### src/rtl/ctl_missile_pl_if.sv
// Signal bundle between the player missile controller and its neighbours
// (player control, missile draw, collision detector, sound/score).
interface ctl_missile_pl_if;
   logic [11:0] xpos_in;
   logic [11:0] ypos_in;
   logic        fire_button;
   logic        hit;
   logic        player_alive;
   logic [11:0] xpos_out;
   logic [11:0] ypos_out;
   logic        on_out;
   logic        shot_fired;

   modport master (
      output xpos_in, ypos_in, fire_button, hit, player_alive,
      input  xpos_out, ypos_out, on_out, shot_fired
   );

   modport slave (
      input  xpos_in, ypos_in, fire_button, hit, player_alive,
      output xpos_out, ypos_out, on_out, shot_fired
   );
endinterface

### src/rtl/ctl_missile_pl.sv
// Player missile controller: launches one upward missile per fire-button edge
// and retires it on hit, top limit or player death, followed by a cooldown.
//
// state    | meaning
// IDLE     | no missile; waiting for a fresh fire edge while player alive
// SHOOT    | one cycle: latch launch position, raise on_out and shot_fired
// FLY      | missile visible, climbs STEP px every COUNTER_LIMIT+1 cycles
// COOLDOWN | missile retired; COOLDOWN_LIMIT+1 cycles before re-arming
module ctl_missile_pl #(
   parameter int COUNTER_LIMIT      = 90000,
   parameter int STEP               = 1,
   parameter int X_OFFSET           = 22,
   parameter int MISSILE_HEIGHT_MIN = 80,
   parameter int COOLDOWN_LIMIT     = 2000000
) (
   input  logic             pclk,
   input  logic             rst_n,
   ctl_missile_pl_if.slave  bus
);

   localparam int REF_W = 17;
   localparam int CD_W  = 21;

   localparam logic [11:0]      STEP_V  = 12'(STEP);
   localparam logic [11:0]      XOFF_V  = 12'(X_OFFSET);
   localparam logic [11:0]      YMIN_V  = 12'(MISSILE_HEIGHT_MIN);
   localparam logic [REF_W-1:0] REF_LIM = REF_W'(COUNTER_LIMIT);
   localparam logic [CD_W-1:0]  CD_LIM  = CD_W'(COOLDOWN_LIMIT);

   typedef enum logic [1:0] {
      IDLE     = 2'd0,
      SHOOT    = 2'd1,
      FLY      = 2'd2,
      COOLDOWN = 2'd3
   } state_t;

   state_t           state, state_nxt;
   logic             fire_d;
   logic             fire_rise;
   logic [11:0]      xpos, xpos_nxt;
   logic [11:0]      ypos, ypos_nxt;
   logic             on, on_nxt;
   logic             shot, shot_nxt;
   logic [REF_W-1:0] ref_cnt, ref_nxt;
   logic [CD_W-1:0]  cd_cnt, cd_nxt;

   // fire_d resets high so a button held through reset never looks like an edge
   assign fire_rise = bus.fire_button & ~fire_d;

   always_ff @(posedge pclk or negedge rst_n) begin
      if (!rst_n) begin
         state   <= IDLE;
         fire_d  <= 1'b1;
         xpos    <= '0;
         ypos    <= '0;
         on      <= 1'b0;
         shot    <= 1'b0;
         ref_cnt <= '0;
         cd_cnt  <= '0;
      end else begin
         state   <= state_nxt;
         fire_d  <= bus.fire_button;
         xpos    <= xpos_nxt;
         ypos    <= ypos_nxt;
         on      <= on_nxt;
         shot    <= shot_nxt;
         ref_cnt <= ref_nxt;
         cd_cnt  <= cd_nxt;
      end
   end

   always_comb begin
      state_nxt = state;
      xpos_nxt  = xpos;
      ypos_nxt  = ypos;
      on_nxt    = 1'b0;
      shot_nxt  = 1'b0;
      ref_nxt   = ref_cnt;
      cd_nxt    = cd_cnt;
      case (state)
         IDLE: begin
            if (fire_rise && bus.player_alive) state_nxt = SHOOT;
         end
         SHOOT: begin
            xpos_nxt  = bus.xpos_in + XOFF_V;
            ypos_nxt  = bus.ypos_in;
            on_nxt    = 1'b1;
            shot_nxt  = 1'b1;
            ref_nxt   = '0;
            state_nxt = FLY;
         end
         FLY: begin
            // retirement wins over a step landing on the same cycle
            if (bus.hit || !bus.player_alive || (ypos <= YMIN_V)) begin
               cd_nxt    = '0;
               state_nxt = COOLDOWN;
            end else begin
               on_nxt = 1'b1;
               if (ref_cnt == REF_LIM) begin
                  ref_nxt  = '0;
                  ypos_nxt = (ypos > YMIN_V + STEP_V) ? ypos - STEP_V : YMIN_V;
               end else begin
                  ref_nxt = ref_cnt + 1'b1;
               end
            end
         end
         COOLDOWN: begin
            if (cd_cnt == CD_LIM) state_nxt = IDLE;
            else                  cd_nxt    = cd_cnt + 1'b1;
         end
         default: state_nxt = IDLE;
      endcase
   end

   assign bus.xpos_out   = xpos;
   assign bus.ypos_out   = ypos;
   assign bus.on_out     = on;
   assign bus.shot_fired = shot;

endmodule

### src/flat_wrapper.sv
// flat-port wrapper written by rule: the top's interface ports become plain ports
module ctl_missile_pl_flat 
#(
   parameter int COUNTER_LIMIT      = 90000,
   parameter int STEP               = 1,
   parameter int X_OFFSET           = 22,
   parameter int MISSILE_HEIGHT_MIN = 80,
   parameter int COOLDOWN_LIMIT     = 2000000
)
  (pclk, rst_n, bus_xpos_in, bus_ypos_in, bus_fire_button, bus_hit, bus_player_alive, bus_xpos_out, bus_ypos_out, bus_on_out, bus_shot_fired);
  ctl_missile_pl_if bus_i ();
  input  logic pclk;
  input  logic rst_n;
  input wire logic [$bits(bus_i.xpos_in)-1:0] bus_xpos_in;
  input wire logic [$bits(bus_i.ypos_in)-1:0] bus_ypos_in;
  input wire logic [$bits(bus_i.fire_button)-1:0] bus_fire_button;
  input wire logic [$bits(bus_i.hit)-1:0] bus_hit;
  input wire logic [$bits(bus_i.player_alive)-1:0] bus_player_alive;
  output wire logic [$bits(bus_i.xpos_out)-1:0] bus_xpos_out;
  output wire logic [$bits(bus_i.ypos_out)-1:0] bus_ypos_out;
  output wire logic [$bits(bus_i.on_out)-1:0] bus_on_out;
  output wire logic [$bits(bus_i.shot_fired)-1:0] bus_shot_fired;
  assign bus_i.xpos_in = bus_xpos_in;
  assign bus_i.ypos_in = bus_ypos_in;
  assign bus_i.fire_button = bus_fire_button;
  assign bus_i.hit = bus_hit;
  assign bus_i.player_alive = bus_player_alive;
  assign bus_xpos_out = bus_i.xpos_out;
  assign bus_ypos_out = bus_i.ypos_out;
  assign bus_on_out = bus_i.on_out;
  assign bus_shot_fired = bus_i.shot_fired;
  ctl_missile_pl #(.COUNTER_LIMIT(COUNTER_LIMIT), .STEP(STEP), .X_OFFSET(X_OFFSET), .MISSILE_HEIGHT_MIN(MISSILE_HEIGHT_MIN), .COOLDOWN_LIMIT(COOLDOWN_LIMIT)) u_core (.pclk(pclk), .rst_n(rst_n), .bus(bus_i));
endmodule
### config.mk
export PLATFORM = sky130hd
export DESIGN_NAME = ctl_missile_pl_flat
export DESIGN_NICKNAME = d
export VERILOG_FILES = /design/src/rtl/ctl_missile_pl_if.sv /design/src/rtl/ctl_missile_pl.sv /design/src/flat_wrapper.sv
export SDC_FILE = /design/constraint.sdc
export NUM_CORES = 1
export LEC_CHECK = 0
export ABC_AREA = 1
export CAP_MARGIN = 40
export CORE_ASPECT_RATIO = 1.5
export CORE_UTILIZATION = 31
export DETAILED_ROUTE_END_ITERATION = 10
export GPL_ROUTABILITY_DRIVEN = 1
export GPL_TIMING_DRIVEN = 0
export SETUP_SLACK_MARGIN = 0.5
export SYNTH_ARGS = -nofsm -noshare
export SYNTH_HDL_FRONTEND = slang
export SYNTH_SLANG_ARGS = --single-unit
### constraint.sdc
create_clock -name pclk -period 1.5 [get_ports pclk]
set_input_delay 0.15 -clock pclk [delete_from_list [all_inputs] [get_ports pclk]]
set_output_delay 0.15 -clock pclk [all_outputs]
set_load 0.005 [all_outputs]
# Yosys cells after proc, flatten, opt, wreduce, memory -nomap -nowiden
# Cells that the tools add are included.
# op_classes
reduce_logical,11
n_mux,17
eq_ne,11
bitwise_logic,2
addsub,4
order_cmp,2
# ops
op,count
2-to-1 mux 21 bit,2
one-hot mux 21 bit (2 select lines),1
2-to-1 mux 12 bit,3
2-to-1 mux 17 bit,2
one-hot mux 17 bit (2 select lines),1
one-hot mux 12 bit (2 select lines),1
adder 21 x 1 -> 21 bit (second input constant),1
equality test 21 bit (second input constant),1
adder 17 x 1 -> 17 bit (second input constant),1
equality test 17 bit (second input constant),1
adder 12 x 5 -> 12 bit (second input constant),1
> comparator 12 x 7 -> 1 bit (second input constant),1
less-or-equal comparator 12 x 7 -> 1 bit (second input constant),1
subtractor 12 x 1 -> 12 bit (second input constant),1
AND reduction 3 bit,3
!= test 2 x 1 -> 1 bit (second input constant),4
one-hot mux 2 bit (4 select lines),1
2-to-1 mux 2 bit,3
equality test 2 bit (second input constant),2
!= test 2 bit (second input constant),2
nonzero test 2 bit,2
equality test 2 x 1 -> 1 bit (second input constant),1
zero test 2 bit,1
logical OR 1 bit,2
7 further kinds,8
# totals
wordCells,55
input_bits,29
register_bits,67
out_inout_bits,26

# Longest topological paths before layout
# depth
word_depth,5
depth_mapped,12
ltp_nobuf,12

# Least setup slack after synthesis
# OpenSTA, ideal clock, no wires.
# synth_timing
path_type,reg-to-reg
start,reg u_core.state[0]
end,reg u_core.cd_cnt[2]
period_less_slack_ns,1.646
setup_ns,0.065
required_ns,1.435
path_slack_ns,-0.146
path_buffers,2
stages_incl_launch_ff,9
t_arrival_ns,1.581
path_cell_list,dfrtp_1 -> inv_1 -> ha_1 -> buf_2 -> nor2_1 -> nand3b_1 -> buf_4 -> nand2_1 -> nand2_1
# synth_via
elab_chain_cells,3
elab_cells_between_ends,7
classes_between,4 x eq/ne; 1 x mux; 2 x reduce/logical
# synth_rtl
item,line,rtl
start: declaration,ctl_missile_pl.sv:37,"state_t state, state_nxt;"
start signal: assignment,ctl_missile_pl.sv:61,state <= state_nxt;
equality test 2 bit,ctl_missile_pl.sv:80,case (state)
!= test 2 bit (no line) (tied with other cells),-,
AND reduction 3 bit (no line),-,
end signal: assignment,ctl_missile_pl.sv:68,cd_cnt <= cd_nxt;
end: declaration,ctl_missile_pl.sv:45,"logic [CD_W-1:0] cd_cnt, cd_nxt;"
# Several ways; a longest one is shown, not always the timed one.
# A chain may end at the register's enable or synchronous reset.

# Worst setup path after layout
# layout_timing
start,reg u_core.ypos[0] (netlist: u_core.bus.ypos_out[0])
end,reg u_core.ref_cnt[8]
# layout_via
elab_chain_cells,4
# layout_rtl
item,line,rtl
start: declaration,ctl_missile_pl.sv:41,"logic [11:0] ypos, ypos_nxt;"
start signal: assignment,ctl_missile_pl.sv:64,ypos <= ypos_nxt;
less-or-equal comparator 12 x 7 -> 1 bit,ctl_missile_pl.sv:94,if (bus.hit || !bus.player_alive || (ypos <= YMIN_V)) begin
logical OR 1 bit,ctl_missile_pl.sv:94,
!= test 2 bit (no line),-,
AND reduction 2 bit (no line),-,
end signal: assignment,ctl_missile_pl.sv:67,ref_cnt <= ref_nxt;
end: declaration,ctl_missile_pl.sv:44,"logic [REF_W-1:0] ref_cnt, ref_nxt;"
# No other way between the ends.

==> results summary <==
The count of distinct cell types in the synthesized netlist came out at 34. The reg-to-reg critical path startpoint is u_core.bus.ypos_out[0]$_DFFE_PN0P_. The floorplan step defined a die boundary enclosing around 15000 sq um.

The number of ports placed on the die boundary is 55. The top achievable clock speed came out at a little over 0.6 GHz. For this run, the leading register cell type out of synthesis is dfrtp_1.

Once routing completed, OpenROAD measured the worst setup slack at -0.126 ns. The max-capacitance violation count came out at 0. The number of violations reported at the end of detailed-routing iteration 0 came out at about 240. The net total in the final layout is 906. At the pin with the least slew margin, the transition time is 0.419 ns.

The final number of max-transition violations is 0. The die extent in x came out at approximately 100 microns. The wire length of the first global-routing pass came out at 22100 microns.

By area the synthesized netlist is led by dfrtp_1, nand2_1, nor2_1, nand3_1, inv_1. The minimum clock period after layout is approximately 1.6 ns. The synthesis-to-finish area growth is 59.4%. TritonCTS built the clock tree.

The post-synth design cell area is about 4500 sq um. The worst register-to-register path ends at u_core.ref_cnt[8]$_DFFE_PN0P_. The min-delay analysis places its worst path in the category input port to asynchronous set/reset pin. STA classifies the critical path startpoint as a flip-flop. The number of hold-slack violations in the final timing report came out at 0. The total overflow left after global routing is 0. The total setup violations reported at the end of the flow is 52. The total number of clock tree sinks is 67.

Setup repair after global routing could not meet its margin everywhere. The count of flip-flops with a built-in enable after synthesis came out at 0. The core box area came out at around 14000 sq um. For this run, the slowest stage of the critical path takes 0.41 ns.

The worst relative slew slack is 72.0%. The number of antenna violations at the first check in global routing was 0. The flow ran to the end, but the final reports show violations. Clock tree synthesis selected as its root buffer the cell clkbuf_16.

For this run, the total global-route usage over all layers was measured as 18.7%. The ratio of cells with drive above 1 in the final layout is 35.7%. The number of nets with antenna violations after detailed routing is 0.

The via count of the first global-routing pass is about 4700. The synthesized design devotes to its leading area cell type 36.5% of total area. Among all stages on the critical path, the largest delay is contributed by dfrtp_1.

The height of the die came out at between 100 and 150 microns. The number of non-filler instances in the completed layout came out at 1063. The worst hold slack across all endpoints is 0.166 ns.

The final wirelength came out at 14200 microns. The remaining design rule violation count is 0. The number of warning messages in the yosys log is 0. The worst setup path is captured at a flip-flop. The cell leakage power is 3.33 nW. After detailed routing, the average wire length per cell comes to roughly 13 microns. The most prevalent standard cell on the critical path is nand2_2. The checks that failed: setup timing.

Of all cell types, the one taking the most synthesized area is dfrtp_1. Dividing the final minimum period by the clock period gives 108%. The total number of placement rows came out at 53. The clock transition at the registers of the reported paths is ~0.06 ns. The fraction of registers with async set or reset after synthesis came out at 100%.

Dividing the synthesized area by the synthesized cell count gives ~6.5 sq um. The total CTS buffers is 9. Of all nets on the critical path, the largest fanout is 6. The quantity of I/O buffers inserted on ports came out at 54. The total of flip-flops plus latches after synthesis came out at 67. The number of nets handed over by synthesis was 732.

The sequential element share of the synthesized area came out at 37.1%. In this run the register-to-register setup slack is -0.13 ns. The number of placed cells counting well taps came out at 939. The count of TritonRoute iterations in the first routing pass came out at 4.

0 antenna diodes ended up in the layout. Traced cell by cell, the critical path runs through inv_2, ha_4, nand2_2, nand2_2, nand2_4, nand3_4, buf_6, nand2_8, clkbuf_16, nand4_1, nand2_1. Summed over all nets, the half-perimeter wirelength after detailed placement is 8900 microns. The number of cells on the worst reg-to-reg path came out at 11. Across the routed clock network, the largest skew measured is 0.00541 ns. The number of vias per cell after detailed routing came out at 4.65. The library cell used most frequently in the layout, excluding fill and tap cells, is nand2_1. The critical path data required time is 1.78 ns. The accumulated negative setup slack is -3.82 ns. Leaving out fill and tap cells, the most frequent cells in the layout are nand2_1, nor2_1, buf_4.

The number of levels in the clock H-tree came out at 3. The highest ir drop seen on vdd is 0.00104 V. The number of instances in the synthesized netlist is 692.

The worst-skew pair later-pin latency came out at 0.34 ns. The final weighted congestion in routability-driven placement is 0.860. Entering global routing, the biggest net connects 63 pins. The initial core utilization came out at 32.0%. Power spread over the standard cell area amounts to 1790 nW/um^2. The critical path in this run is classified as flip-flop to flip-flop. No sink is reached through more buffers than the 2 on the longest clock path. The routed layout has 4944 vias. The final core area utilization is 51.0%. The critical path arrival came out at 1.90 ns.
layer usage:
layer | share of wire, % | GRT usage (%) | vias up
li1 | - | - | 2521
met1 | 39 | 20.2 | 2310
met2 | 55 | 35.2 | 78
met3 | 1.7 | 2.06 | 35
met4 | 3.7 | 9.86 | 0
met5 | 0 | 0 | -
per-stage QoR:
| stage | instance area [sq um] | power, mW | worst slack (ns) |
|---|---|---|---|
| 2_1_floorplan | 4650 | 5.50 | 0.0335 |
| 3_3_place_gp | 5430 | 7.10 | -2.39 |
| 3_5_place_dp | 5450 | 7.13 | -0.338 |
| 4_1_cts | 6610 | 11.5 | -0.109 |
| 5_1_grt | 7210 | 13.7 | -0.193 |
| 6_report | 7210 | 12.9 | -0.126 |
worst max-delay path by stage:
stage                                       startpoint                                   to  slack [ns]
detailed placement                      bus_xpos_in[1]  u_core.bus.xpos_out[11]$_DFFE_PN0P_       -0.34
floorplan           u_core.bus.ypos_out[0]$_DFFE_PN0P_         u_core.cd_cnt[0]$_DFFE_PN0P_        0.03
finish              u_core.bus.ypos_out[0]$_DFFE_PN0P_        u_core.ref_cnt[8]$_DFFE_PN0P_       -0.13
global route        u_core.bus.ypos_out[1]$_DFFE_PN0P_   u_core.bus.ypos_out[6]$_DFFE_PN0P_       -0.19
CTS                       u_core.cd_cnt[0]$_DFFE_PN0P_        u_core.cd_cnt[11]$_DFFE_PN0P_       -0.11
global placement                                 rst_n         u_core.cd_cnt[0]$_DFFE_PN0P_       -2.39
area by class of cell:
class | instances | area (sq um)
fill | 1315 | 6910
multi-input combinational | 552 | 3030
sequential | 67 | 1700
timing repair buffer | 163 | 1490
clock buffer | 11 | 243
tap | 192 | 240
inverter | 58 | 235
buffer | 15 | 190
clock inverter | 5 | 85.1
sequential cells by signal (all words and copies together), names as in the netlist:
register / cells
u_core.bus.ypos_out: 12
u_core.fire_d: 1
u_core.ref_cnt: 17
u_core.state: 2
u_core.cd_cnt: 21
u_core.bus.xpos_out: 12
u_core.bus.on_out: 1
u_core.bus.shot_fired: 1
where the power goes:
group | internal, mW | switching (mW)
logic | 4.01 | 3.87
clock network | 1.51 | 0.872
registers | 2.27 | 0.386
total | 7.79 | 5.13
cell families after synthesis:
| group | count (synthesis) | synth area share (%) |
|---|---|---|
| and+or+nand+nor | 487 | 44.8 |
| buffers and inverters | 73 | 6.80 |
| DFF | 67 | 37.1 |
| AOI/OAI and AO/OA | 29 | 3.46 |
| xor gates and xnor gates | 25 | 4.84 |
| adders and majority gates | 11 | 3.04 |
repair_timing:
item	in CTS	in global routing
hold buffers	1	0
endpoints found under the hold margin	66	0
setup buffers	69	32
endpoints found under the setup margin	91	91
gates resized for setup	220	93
cloned	3	3
pin swaps	21	46
worst max-delay path: cells and delay by family, from the launching register on:
family | cells | cell delay [ns]
fa+ha+maj | 1 | 0.16
buf+inv | 3 | 0.41
flops | 1 | 0.41
simple gates | 7 | 0.58
Yosys cell counts, types with 4 or more instances:
master / instances
dfrtp_1: 66
inv_1: 52
inv_2: 4
nand3_1: 51
xor2_1: 19
nor2_2: 4
o21ai_0: 16
o21ai_1: 5
o21bai_1: 4
nor2_1: 113
ha_1: 11
buf_4: 4
clkbuf_1: 5
xnor2_1: 6
nand4_1: 18
nand2_1: 283
nor3_1: 6
Power figures use the tool's default switching activity.
